==> config.mk <==
export PLATFORM = sky130hd
export DESIGN_NAME = genius_timeout_timer
export DESIGN_NICKNAME = d
export VERILOG_FILES = /design/src/rtl/genius_timeout_timer.sv
export SDC_FILE = /design/constraint.sdc
export NUM_CORES = 1
export LEC_CHECK = 0
export CAP_MARGIN = 25
export CELL_PAD_IN_SITES_DETAIL_PLACEMENT = 0
export CELL_PAD_IN_SITES_GLOBAL_PLACEMENT = 1
export CORE_UTILIZATION = 37
export CTS_CLUSTER_SIZE = 28
export DETAILED_ROUTE_END_ITERATION = 8
export PLACE_DENSITY_LB_ADDON = 0.1
export SYNTH_ARGS = -nofsm -noshare
export SYNTH_HDL_FRONTEND = slang
export SYNTH_SLANG_ARGS = --single-unit
==> constraint.sdc <==
create_clock -name clk_i -period 1.2 [get_ports clk_i]
set_input_delay 0.36 -clock clk_i [delete_from_list [all_inputs] [get_ports clk_i]]
set_output_delay 0.36 -clock clk_i [all_outputs]
set_load 0.01 [all_outputs]
==> src/rtl/genius_timeout_timer.sv <==
// Idle-cycle timer for the Genius input checker.
// Ports: clk_i, rst_i, clear_i, enable_i in; expired_o out (registered),
// high in the cycle the count holds TIMEOUT_CYCLES-1.
module genius_timeout_timer #(
    parameter int TIMEOUT_CYCLES = 1000
) (
    input  logic clk_i,
    input  logic rst_i,
    input  logic clear_i,
    input  logic enable_i,
    output logic expired_o
);

    localparam int CNT_W = $clog2(TIMEOUT_CYCLES);

    logic [CNT_W-1:0] count_q;
    logic             expired_q;

    // expired_q is raised one edge early so it lines up with the
    // cycle in which count_q equals TIMEOUT_CYCLES-1.
    always_ff @(posedge clk_i or posedge rst_i) begin
        if (rst_i) begin
            count_q   <= '0;
            expired_q <= 1'b0;
        end else if (clear_i) begin
            count_q   <= '0;
            expired_q <= 1'b0;
        end else if (enable_i) begin
            count_q   <= count_q + CNT_W'(1);
            expired_q <= (count_q == CNT_W'(TIMEOUT_CYCLES - 2));
        end
    end

    assign expired_o = expired_q;

endmodule

======== Word-level counts from Yosys, hierarchy flattened ========
Index checks and enable logic that the tools add are counted.
storage, ports and cells
  register bits after elaboration ......... 11
  bits of input ports ..................... 4
  output and inout bits ................... 1
operators by class
  add/sub/neg operators ................... 1
  equal/unequal tests ..................... 1
  muxes and demuxes ....................... 4
  reduce and logical (&&, ||, !) cells .... 1
operators by type and width
  kind                                                              count
  10-bit 2-to-1 mux                                                 2
  10-bit by 1-bit adder with 10-bit output (second input constant)  1
  10-bit == test (second input constant)                            1
  1-bit 2-to-1 mux                                                  2
  2-bit nonzero test                                                1

======== Logic depth before layout (Yosys ltp) ========
  depth in word-level cells ............... 3
  gate-level depth with buffers ........... 5

======== Worst setup path after synthesis ========
No wires, ideal clock.
  path type ............................... input to register
  from .................................... input enable_i
  to ...................................... register count_q[9]
  setup time .............................. 78 ps
  arrival time ............................ 1277 ps
  required time ........................... 1122 ps
  path slack .............................. -155 ps
  stages .................................. 4
  path buffers ............................ 1
  cell sequence ........................... buf_4 -> o2111ai_2 -> or4_1 -> a21oi_1
on the way
  longest elaborated chain between the ends .. 1
ends and longest elaborated chain
  item                          RTL line  RTL
  from (decl)                   10        input logic enable_i,
  2-bit nonzero test (no line)  n/a
  to (signal assigned)          29        count_q <= count_q + CNT_W'(1);
  to (decl)                     16        logic [CNT_W-1:0] count_q;
Every way passes these cells.
A chain may end at the register's enable or synchronous reset.

======== Final worst setup path ========
  from .................................... register count_q[1]
  to ...................................... register count_q[8]
on the way
  longest elaborated chain between the ends .. 3
ends and longest elaborated chain
  item                                      RTL line  RTL
  10-bit by 1-bit adder with 10-bit output  29
  10-bit 2-to-1 mux                         28        end else if (enable_i) begin
  10-bit 2-to-1 mux                         25        end else if (clear_i) begin
Every way passes these cells. The select of a mux whose other input is x is not followed.

==> metrics.txt <==
Pint between 500 and 600 µW; CTS tree built; # rows 13; Synthesized Nets slightly above 60; crit start category flip-flop; Post-DRT Antenna Nets 0; period utilisation layout 112%; DRT Pass-1 Iters 4; Die ar. about 1700 µm²; Post-Route WL roughly 1.4 mm; GRT Resource Usage Total between 15 and 20%; Pleak 0.357 nW; worst reg2reg path depth 4; fmax approximately 740 MHz; CTS Buf Count 3; routed length per instance between 10 and 15 µm; port bufs 4; Post-synth ARST share 100%; Reg power frac around 51%; Seq/Total Area, Yosys between 40% and 50%; Commonest cells post-synth 11 x dfrtp_1, 7 x nor2_1, 5 x a21oi_1; DRC viols 0; most area-hungry cell type in the Yosys netlist dfrtp_1; RePlAce Congestion about 0.79; final worst slack -0.148 ns; PD cells roughly 880 nW/µm²; critical path fanouts, max 3; Max rail drop VDD around 0.63 mV; failing checks negative setup slack; Slew Viols, Final 0; nets 90; RSZ-0062 raised after global routing true; worst-margin pin slew between 0.2 and 0.3 ns; DP HPWL slightly above 900 µm; CTS Hold Bufs 0; first-pass GRT wire length 2.12 mm; Hold Fails Final Rpt 0; Yosys reg bits 11; Synth Instances 56; relative slew slack 80.3%; EDFF count, synth 0; vias in the first global route between 400 and 500; Sw Pwr about 190 µW; Worst Skew 0.00309 ns; Switching Share approximately a quarter; initial drt markers 11; # fillers ~120; Ports 5; Worst Hold Class input port to asynchronous set/reset pin; Synth top area share 49.2%; fraction of layout cells with a size suffix above 1 a little over two fifths; multi-input logic area approximately 320 µm²; Top FF cell, synth dfrtp_1; Core Area around 1400 µm²; Area contributors post-synth dfrtp_1 49%, nor2_1 4.7%, xor2_1 4.7%; YS warnings 0; largest net degree at the start of global routing 12; Crit Path Class flip-flop to flip-flop; syn_area_per_cell 9.99 µm²; R2R Path End count_q[8]; GRT Residual Overflow 0; Starting Density around two fifths; critical path required time roughly 1.4 ns; Reg clk slew, reported paths ~0.08 ns; Crit. End Element flip-flop; Period minus WS final about 1.3 ns; Mapped Area ~560 µm²; Area Overhead vs Synth 52.3%; Hold Slack roughly 0.38 ns; fin util between 60% and 70%; initial antenna violation count 0; Sum Neg Setup Slack -0.597 ns; storage element area 275 µm²; clock power share between 30% and 40%; register-to-register path setup slack -0.15 ns; clk root buf clkbuf_4; Die W 40.9 µm; CTS Sinks 11; Critical Path Sink count_q[8]; vias per inst around 5.2; # setup viols final 6; part of the power in combinational logic 15.0%; die height 40.9 µm; Distinct cells, synth 22; final std cells w/o fill slightly below 100; H-tree depth 1; count leader, synth dfrtp_1; clk buf depth 2; # diodes 0; reg2reg start count_q[1]; vias just over 500; clk_lat worst skew between 0.2 and 0.3 ns; Max-Cap Viols 0; crit path launch count_q[1]; status finished, violations left; placed cells 91; Critical Path AT between 1.5 and 2 ns
[power by group through the flow]
stage / Clock, mW / Sequential, mW / Combinational [mW]
6_report: 0.255 / 0.385 / 0.113
3_5_place_dp: 0 / 0.392 / 0.0924
5_1_grt: 0.289 / 0.386 / 0.124
3_3_place_gp: 0 / 0.391 / 0.0913
2_1_floorplan: 0 / 0.396 / 0.0341
4_1_cts: 0.261 / 0.385 / 0.0997
[worst max-delay path: stages (launching register included)]
cell,delay [ns]
dfrtp_1,0.39
ha_2,0.19
o211ai_1,0.13
or4_1,0.44
a21oi_2,0.13
[metrics by stage]
step	setup WS, ns	cell area, µm²	power, mW
after floorplan	-0.134	573	0.430
after global placement	-0.591	756	0.482
after global routing	-0.219	852	0.798
final	-0.148	852	0.752
after CTS	-0.152	816	0.745
after detailed placement	-0.587	756	0.484
[metal layers]
layer  global-route usage, %  routed length [µm]  vias to the layer above
li1                        -                   -                      261
met3                    4.89                  36                        2
met4                    5.00                   2                        0
met1                    26.0                 666                      238
met5                       0                   0                        -
met2                    32.4                 647                        8
[sequential cells by signal, summed over array words and instances, names as in the netlist]
| name | cells |
|---|---|
| expired_o | 1 |
| count_q | 10 |
[cells by family (layout without fill, tap and decap cells)]
| logic type | after synthesis | in the layout | share of synthesized area, % |
|---|---|---|---|
| fa+ha+maj | 2 | 2 | 4.47 |
| buf+inv | 4 | 31 | 3.36 |
| compound gates | 15 | 15 | 18.3 |
| xor+xnor | 4 | 4 | 6.27 |
| flops | 11 | 11 | 49.2 |
| simple gates | 20 | 20 | 18.3 |
[layout make-up]
cell class	instances	share of cell area, %
Multi-Input combinational cell	41	37.6
Clock buffer	4	3.08
Inverter	2	1.17
Sequential cell	11	32.3
Timing Repair Buffer	25	23.6
Tap cell	15	2.20
[worst min-delay path by stage]
stage	endpoint	cells past startpoint
after floorplan	count_q[0]	1
after global placement	expired_o	1
after detailed placement	expired_o	1
after CTS	expired_o	3
after global routing	count_q[5]	3
final	count_q[4]	3
[timing repair]
| item | CTS | global route |
|---|---|---|
| setup buffers | 3 | 1 |
| pin swaps | 9 | 4 |
| setup endpoints to repair | 10 | 8 |
| gates resized for setup | 12 | 10 |
[cell usage in the layout, fill, tap and decap left out]
| cell | count |
|---|---|
| inv_1 | 1 |
| inv_4 | 1 |
| buf_6 | 3 |
| clkbuf_1 | 1 |
| o2111ai_4 | 1 |
| nor4b_1 | 1 |
| a21oi_2 | 4 |
| buf_4 | 18 |
| buf_2 | 1 |
| clkbuf_4 | 3 |
| o21ai_1 | 2 |
| xnor2_1 | 1 |
| o21ai_0 | 1 |
| ha_4 | 1 |
| xor2_1 | 3 |
| ha_2 | 1 |
| dlygate4sd2_1 | 2 |
| a21oi_1 | 1 |
| nand3_1 | 2 |
| or3_1 | 3 |
| a211oi_1 | 1 |
| o211ai_1 | 1 |
| nor2_1 | 7 |
| nand4_1 | 2 |
| a22o_1 | 1 |
| o31ai_2 | 1 |
| nand2_1 | 2 |
| nand2_2 | 1 |
| clkdlybuf4s50_1 | 1 |
| o31ai_1 | 1 |
| o2111ai_2 | 1 |
| or4_1 | 2 |
| dfrtp_1 | 11 |
Note: power is estimated with default switching activity, not from simulation.
